==> src/rtl/reaction_pkg.sv <==
// Shared types and defaults for the reaction-time game round sequencer.
package reaction_pkg;

  typedef enum logic [2:0] {
    IDLE,
    ARM,
    WAIT_LIGHT,
    TIMING,
    DONE,
    FAULT
  } state_t;

  localparam int                      RT_W_DEFAULT      = 10;
  localparam logic [RT_W_DEFAULT-1:0] RT_SAT            = '1;
  localparam logic [7:0]              MIN_DELAY_DEFAULT = 8'd16;
  localparam int                      TIMEOUT_MS_DEFAULT = 999;

  // Very short random delays make the light trivially predictable, so clamp from below.
  function automatic logic [7:0] clamp_delay(input logic [7:0] value, input logic [7:0] floor_val);
    return (value < floor_val) ? floor_val : value;
  endfunction

endpackage

==> src/rtl/reaction_ctrl_rise_edge.sv <==
// Registered rising-edge detector; reset preloads the history with the live level.
module rise_edge (
  input  logic clk,
  input  logic rst,
  input  logic din,
  output logic rise
);

  logic prev;

  // History tracks the input even in reset, so a button held through reset gives no edge.
  always_ff @(posedge clk) begin
    prev <= din;
    if (rst) rise <= 1'b0;
    else     rise <= din & ~prev;
  end

endmodule

==> src/rtl/reaction_ctrl.sv <==
// Round sequencer for the reaction-time game: arms the lighter, times the press, reports result.
// Optional best-time tracking is enabled with macro REACTION_BEST_TIME_EN.
//
// state      | meaning
// -----------+---------------------------------------------------------
// IDLE       | no round yet since reset; lighter off
// ARM        | one cycle: delay_num stable before lighter is enabled
// WAIT_LIGHT | lighter counting its delay; a press here is a false start
// TIMING     | LED lit; counting ms ticks until press or timeout
// DONE       | round ended with a valid time or a timeout
// FAULT      | round ended with a false start
module reaction_ctrl
  import reaction_pkg::*;
#(
  parameter int         RT_W       = RT_W_DEFAULT,
  parameter logic [7:0] MIN_DELAY  = MIN_DELAY_DEFAULT,
  parameter int         TIMEOUT_MS = TIMEOUT_MS_DEFAULT
) (
  input  logic            clk,
  input  logic            rst,
  input  logic            start_btn,
  input  logic            react_btn,
  input  logic [7:0]      rand_num,
  input  logic            tick_ms,
  input  logic            lighter_done,
  output logic            lighter_en,
  output logic [7:0]      delay_num,
  output logic [RT_W-1:0] react_time,
  output logic            result_valid,
  output logic            false_start,
  output logic            timeout,
  output logic            busy,
  output logic [RT_W-1:0] best_time
);

  localparam logic [RT_W-1:0] CNT_LAST = RT_W'(TIMEOUT_MS - 1);

  logic start_rise;
  logic react_rise;

  rise_edge u_start_edge (
    .clk  (clk),
    .rst  (rst),
    .din  (start_btn),
    .rise (start_rise)
  );

  rise_edge u_react_edge (
    .clk  (clk),
    .rst  (rst),
    .din  (react_btn),
    .rise (react_rise)
  );

  state_t          state_q, state_d;
  logic [RT_W-1:0] cnt_q, cnt_d;
  logic [7:0]      delay_q, delay_d;
  logic [RT_W-1:0] react_q, react_d;
  logic            en_q, en_d;
  logic            rv_q, rv_d;
  logic            fs_q, fs_d;
  logic            to_q, to_d;
  logic            busy_q, busy_d;
  logic            valid_hit;

  always_comb begin
    state_d   = state_q;
    cnt_d     = cnt_q;
    delay_d   = delay_q;
    react_d   = react_q;
    rv_d      = 1'b0;
    fs_d      = fs_q;
    to_d      = to_q;
    valid_hit = 1'b0;

    case (state_q)
      IDLE, DONE, FAULT: begin
        if (start_rise) begin
          delay_d = clamp_delay(rand_num, MIN_DELAY);
          fs_d    = 1'b0;
          to_d    = 1'b0;
          state_d = ARM;
        end
      end
      ARM: state_d = WAIT_LIGHT;
      WAIT_LIGHT: begin
        // A press in the same cycle the light comes on still counts as early.
        if (react_rise) begin
          fs_d    = 1'b1;
          react_d = '0;
          rv_d    = 1'b1;
          state_d = FAULT;
        end else if (lighter_done) begin
          cnt_d   = '0;
          state_d = TIMING;
        end
      end
      TIMING: begin
        if (react_rise) begin
          react_d   = cnt_q;
          rv_d      = 1'b1;
          valid_hit = 1'b1;
          state_d   = DONE;
        end else if (tick_ms) begin
          cnt_d = cnt_q + RT_W'(1);
          if (cnt_q == CNT_LAST) begin
            to_d    = 1'b1;
            react_d = '1;
            rv_d    = 1'b1;
            state_d = DONE;
          end
        end
      end
      default: state_d = IDLE;
    endcase

    en_d   = (state_d == WAIT_LIGHT) || (state_d == TIMING);
    busy_d = en_d || (state_d == ARM);
  end

  always_ff @(posedge clk) begin
    if (rst) begin
      state_q <= IDLE;
      cnt_q   <= '0;
      delay_q <= '0;
      react_q <= '0;
      en_q    <= 1'b0;
      rv_q    <= 1'b0;
      fs_q    <= 1'b0;
      to_q    <= 1'b0;
      busy_q  <= 1'b0;
    end else begin
      state_q <= state_d;
      cnt_q   <= cnt_d;
      delay_q <= delay_d;
      react_q <= react_d;
      en_q    <= en_d;
      rv_q    <= rv_d;
      fs_q    <= fs_d;
      to_q    <= to_d;
      busy_q  <= busy_d;
    end
  end

`ifdef REACTION_BEST_TIME_EN
  logic [RT_W-1:0] best_q;

  always_ff @(posedge clk) begin
    if (rst)                              best_q <= '1;
    else if (valid_hit && cnt_q < best_q) best_q <= cnt_q;
  end

  assign best_time = best_q;
`else
  assign best_time = '1;
`endif

  assign lighter_en   = en_q;
  assign delay_num    = delay_q;
  assign react_time   = react_q;
  assign result_valid = rv_q;
  assign false_start  = fs_q;
  assign timeout      = to_q;
  assign busy         = busy_q;

endmodule

==> config.mk <==
export PLATFORM = sky130hd
export DESIGN_NAME = reaction_ctrl
export DESIGN_NICKNAME = d
export VERILOG_FILES = /design/src/rtl/reaction_pkg.sv /design/src/rtl/reaction_ctrl_rise_edge.sv /design/src/rtl/reaction_ctrl.sv
export SDC_FILE = /design/constraint.sdc
export NUM_CORES = 1
export LEC_CHECK = 0
export BUFFER_PORTS_ARGS = -buffer_cell sky130_fd_sc_hd__buf_4
export CAP_MARGIN = 20
export CORE_UTILIZATION = 25
export CTS_BUF_LIST = sky130_fd_sc_hd__clkbuf_4
export DETAILED_ROUTE_END_ITERATION = 7
export PLACE_DENSITY = 0.41
export REMOVE_ABC_BUFFERS = 1
export SLEW_MARGIN = 20
export SYNTH_ARGS = -nofsm -noshare
export SYNTH_HDL_FRONTEND = slang
export SYNTH_SLANG_ARGS = --single-unit
==> constraint.sdc <==
create_clock -name clk -period 2.3 [get_ports clk]
set_input_delay 0 -clock clk [delete_from_list [all_inputs] [get_ports clk]]
set_output_delay 0 -clock clk [all_outputs]
set_load 0.01 [all_outputs]
==> impl_metrics.py <==
metrics = {
    "timing": {
        "finalCriticalPeriod_ns": 2.12,
        "maxSlewViolCount": 0,
        "fin_crit_sh_pct": 92.3,
        "finClkSkew_ns": 0.0117,
        "rsz0062_at_grt": "false",
        "tns_ns": 0,
        "slew_headroom_pct": 55.1,
        "timing.fmax_mhz": 471,
        "worst_slew_pin_slew_ns": 0.674,
        "setup_viol": 0,
        "hold_viol": 0,
    },
    "setup_path": {
        "crit_arrival_ns": 2.42,
        "reg2reg_from": "state_q[2]",
        "path_cells": "buf_4 > inv_1 > a221oi_1 > a22oi_1 > nor2_1 > dlygate4sd3_1",
        "setup.worst_path.start_class": "register",
        "rrSetupSlack_ns": 0.18,
        "timing.rr.end": "delay_num[3]",
        "path_delay_family": "buffers and inverters",
        "critPathKind": "register to register",
        "endpoint_kind": "register",
        "reg2reg_depth": 6,
        "crit_path_top_delay_cell": "a221oi_1",
        "cp.buffers_inverters": 3,
        "path_max_fanout": 11,
        "slowest_delay_ns": 0.63,
        "required_ns": 2.60,
    },
    "hold_path": {
        "hp-class": "primary input to register",
        "min_to": "delay_num[1]",
        "hold_path_depth": 2,
        "hp-start": "rst",
    },
    "cts": {
        "cts_tree": "built",
        "cts_resized": 0,
        "clock_latency_ns": 0.35,
        "clock_sinks": 40,
        "clkSlewWorstSetupHoldPaths_ns": 0.12,
        "clock_path_buffers": 2,
        "cts_made_buffers": 5,
        "clk_root_buffer_cell": "clkbuf_4",
        "cts-htree-levels": 2,
        "cts_setup_buffers": 0,
        "cts.hold.buffers_added": 11,
    },
    "final_layout": {
        "nets": 264,
        "final.fill_count": 759,
        "multiInputGateArea_sq_um": 875,
        "final_core_util_pct": 34.0,
        "antennaDiodeCount": 0,
        "drive_gt1_share_pct": 21.3,
        "seqCellArea_sq_um": 801,
        "area_growth_pct": 30.5,
        "postLayoutCellArea_sq_um": 2330,
        "fin_cells": 345,
    },
    "global_route": {
        "groute.usage.overall_pct": 12.2,
        "grt_antenna_before_repair": 0,
        "grt_pass1_vias": 1340,
        "grt_first_pass_wirelength_mm": 6.93,
        "grt_max_degree": 28,
        "overflow": 0,
    },
    "power_and_ir_drop": {
        "total_power_mw": 1.31,
        "swShare_pct": 24.1,
        "seq_power_share_pct": 54.5,
        "power.switching_mw": 0.315,
        "pwr-share-comb_pct": 10.7,
        "cellLeakagePower_nw": 0.906,
        "power_density_nw_per_um2": 562,
        "clkPwrFrac_pct": 34.8,
        "p_int_mw": 0.992,
        "ir_worst_vdd_mv": 0.188,
    },
    "floorplanning": {
        "initial_utilization_pct": 26.1,
        "die_w_um": 86.4,
        "core_area_sq_um": 6830,
        "num_rows": 30,
        "die_h_um": 86.4,
        "fp.dieArea_sq_um": 7470,
        "ios": 47,
    },
    "detailed_routing": {
        "wl_per_cell_um": 12.8,
        "vias": 1525,
        "drtPass1Iterations": 4,
        "ant_nets": 0,
        "routed_wl_mm": 4.41,
        "drc": 0,
        "drtIter0Drc": 59,
        "routed_via_density": 4.42,
    },
    "synth": {
        "ys_ff_latch": 40,
        "synth_edf_count": 0,
        "yosys_warnings": 0,
        "ys.flop_type": "dfxtp_1",
        "yosysUniqueCellTypes": 47,
        "synth.avg_cell_area_sq_um": 9.00,
        "synth_async_sr_flop_share_pct": 0,
        "synth_cells": 198,
        "netlist_area_sq_um": 1780,
        "yosysSeqAreaShare_pct": 44.9,
    },
    "place": {
        "dp_cells": 326,
        "post_dp_cell_area_sq_um": 2140,
        "place.gp.congestion": 0.758,
        "numPortBuffers": 36,
        "hpwl_mm": 3.08,
    },
    "flow_run": {
        "max_cap_violations": 0,
    },
    "outcome": {
        "status": "completed",
    },
}
## cells by family (layout without fill, tap and decap cells)
| family | Yosys count | count (layout) | synth area share [%] |
|---|---|---|---|
| adder cells (fa/ha/maj) | 2 | 2 | 1.40 |
| AND/OR/NAND/NOR | 73 | 73 | 22.3 |
| XOR/XNOR | 6 | 6 | 2.95 |
| AO/OA/AOI/OAI | 48 | 48 | 18.7 |
| flip-flops | 40 | 40 | 44.9 |
| other | 1 | 10 | 0.210 |
| buffers and inverters | 25 | 67 | 7.86 |
| multiplexers | 3 | 3 | 1.69 |
## how the worst max path moves through the flow
stage	end	cells past startpoint	from
finish	delay_num[3]	6	state_q[2]
global route	delay_num[3]	6	state_q[2]
global placement	cnt_q[9]	5	u_react_edge.rise
detailed placement	cnt_q[9]	5	u_react_edge.rise
floorplan	cnt_q[8]	4	state_q[1]
CTS	delay_num[3]	6	state_q[2]
## layout by cell type, fill, tap and decap left out, types with 3 or more instances in the layout
cell           count
buf_4             44
nor3b_1            4
dfxtp_1           40
nand4_1            4
conb_1            10
dlygate4sd3_1     11
nand2_1           14
nor2_1            18
inv_1              4
xnor2_1            5
nand2b_1           9
a21oi_1           15
o2111ai_1          4
a22o_1             6
o21ai_0            6
nor3_1             8
clkbuf_4           5
a221oi_1           3
a22oi_1            4
mux2i_1            3
## final cells by class
cell class                      instances  share of cell area [%]
Clock buffer                            5                    1.61
Clock inverter                          3                    1.61
Inverter                                4                   0.646
Multi-Input combinational cell        142                    37.6
Sequential cell                        40                    34.4
Tap cell                               96                    5.16
Timing Repair Buffer                   55                    18.9
## power groups by stage
stage          registers, mW  clock network (mW)  logic, mW
2_1_floorplan          0.737                   0     0.0502
3_3_place_gp           0.728                   0      0.127
3_5_place_dp           0.728                   0      0.125
4_1_cts                0.713               0.477      0.140
5_1_grt                0.715               0.510      0.153
6_report               0.713               0.455      0.139
## stage by stage
stage,hold slack [ns],setup WS [ns]
after global placement,0.116,0.494
after global routing,0.00631,0.0173
final,0.0137,0.178
after detailed placement,0.116,0.453
after CTS,0.00200,0.184
after floorplan,0.0277,0.281
## worst reg2reg max path, stage by stage (launching register included)
cell	delay, ns
dfxtp_1	0.38
buf_4	0.18
inv_1	0.08
a221oi_1	0.63
a22oi_1	0.15
nor2_1	0.12
dlygate4sd3_1	0.54
## per-layer routing
metal,vias up,wire (um),global-route usage (%)
li1,797,-,-
met2,28,1950,18.3
met3,5,123,2.38
met4,0,78,5.00
met1,695,2260,17.1
met5,-,0,0
## synth_stat cells (2+ instances only)
cell type / n / share of area, %
o2111ai_1: 4 / 2.0
o21ai_0: 6 / 1.7
a22o_1: 6 / 2.9
mux2i_1: 3 / 1.7
nor3b_1: 4 / 1.7
a22oi_1: 4 / 1.7
a221oi_1: 3 / 1.5
nor3_1: 8 / 2.2
xnor2_1: 5 / 2.5
ha_1: 2 / 1.4
nor2_1: 18 / 3.8
nand2_1: 14 / 2.9
nor4_1: 2 / 0.70
dfxtp_1: 40 / 45
nand4_1: 4 / 1.4
nor2b_1: 2 / 0.70
buf_4: 10 / 4.2
nand2b_1: 9 / 3.2
clkbuf_1: 8 / 1.7
inv_1: 4 / 0.84
a21oi_1: 15 / 4.2
and3_1: 2 / 0.70
## flip-flops by register name, indices dropped and copies added (netlist names), 3 cells and up
| signal | cells |
|---|---|
| cnt_q | 10 |
| delay_num | 8 |
| react_time | 10 |
| state_q | 3 |
No activity file was read; power rests on OpenSTA's default activity.
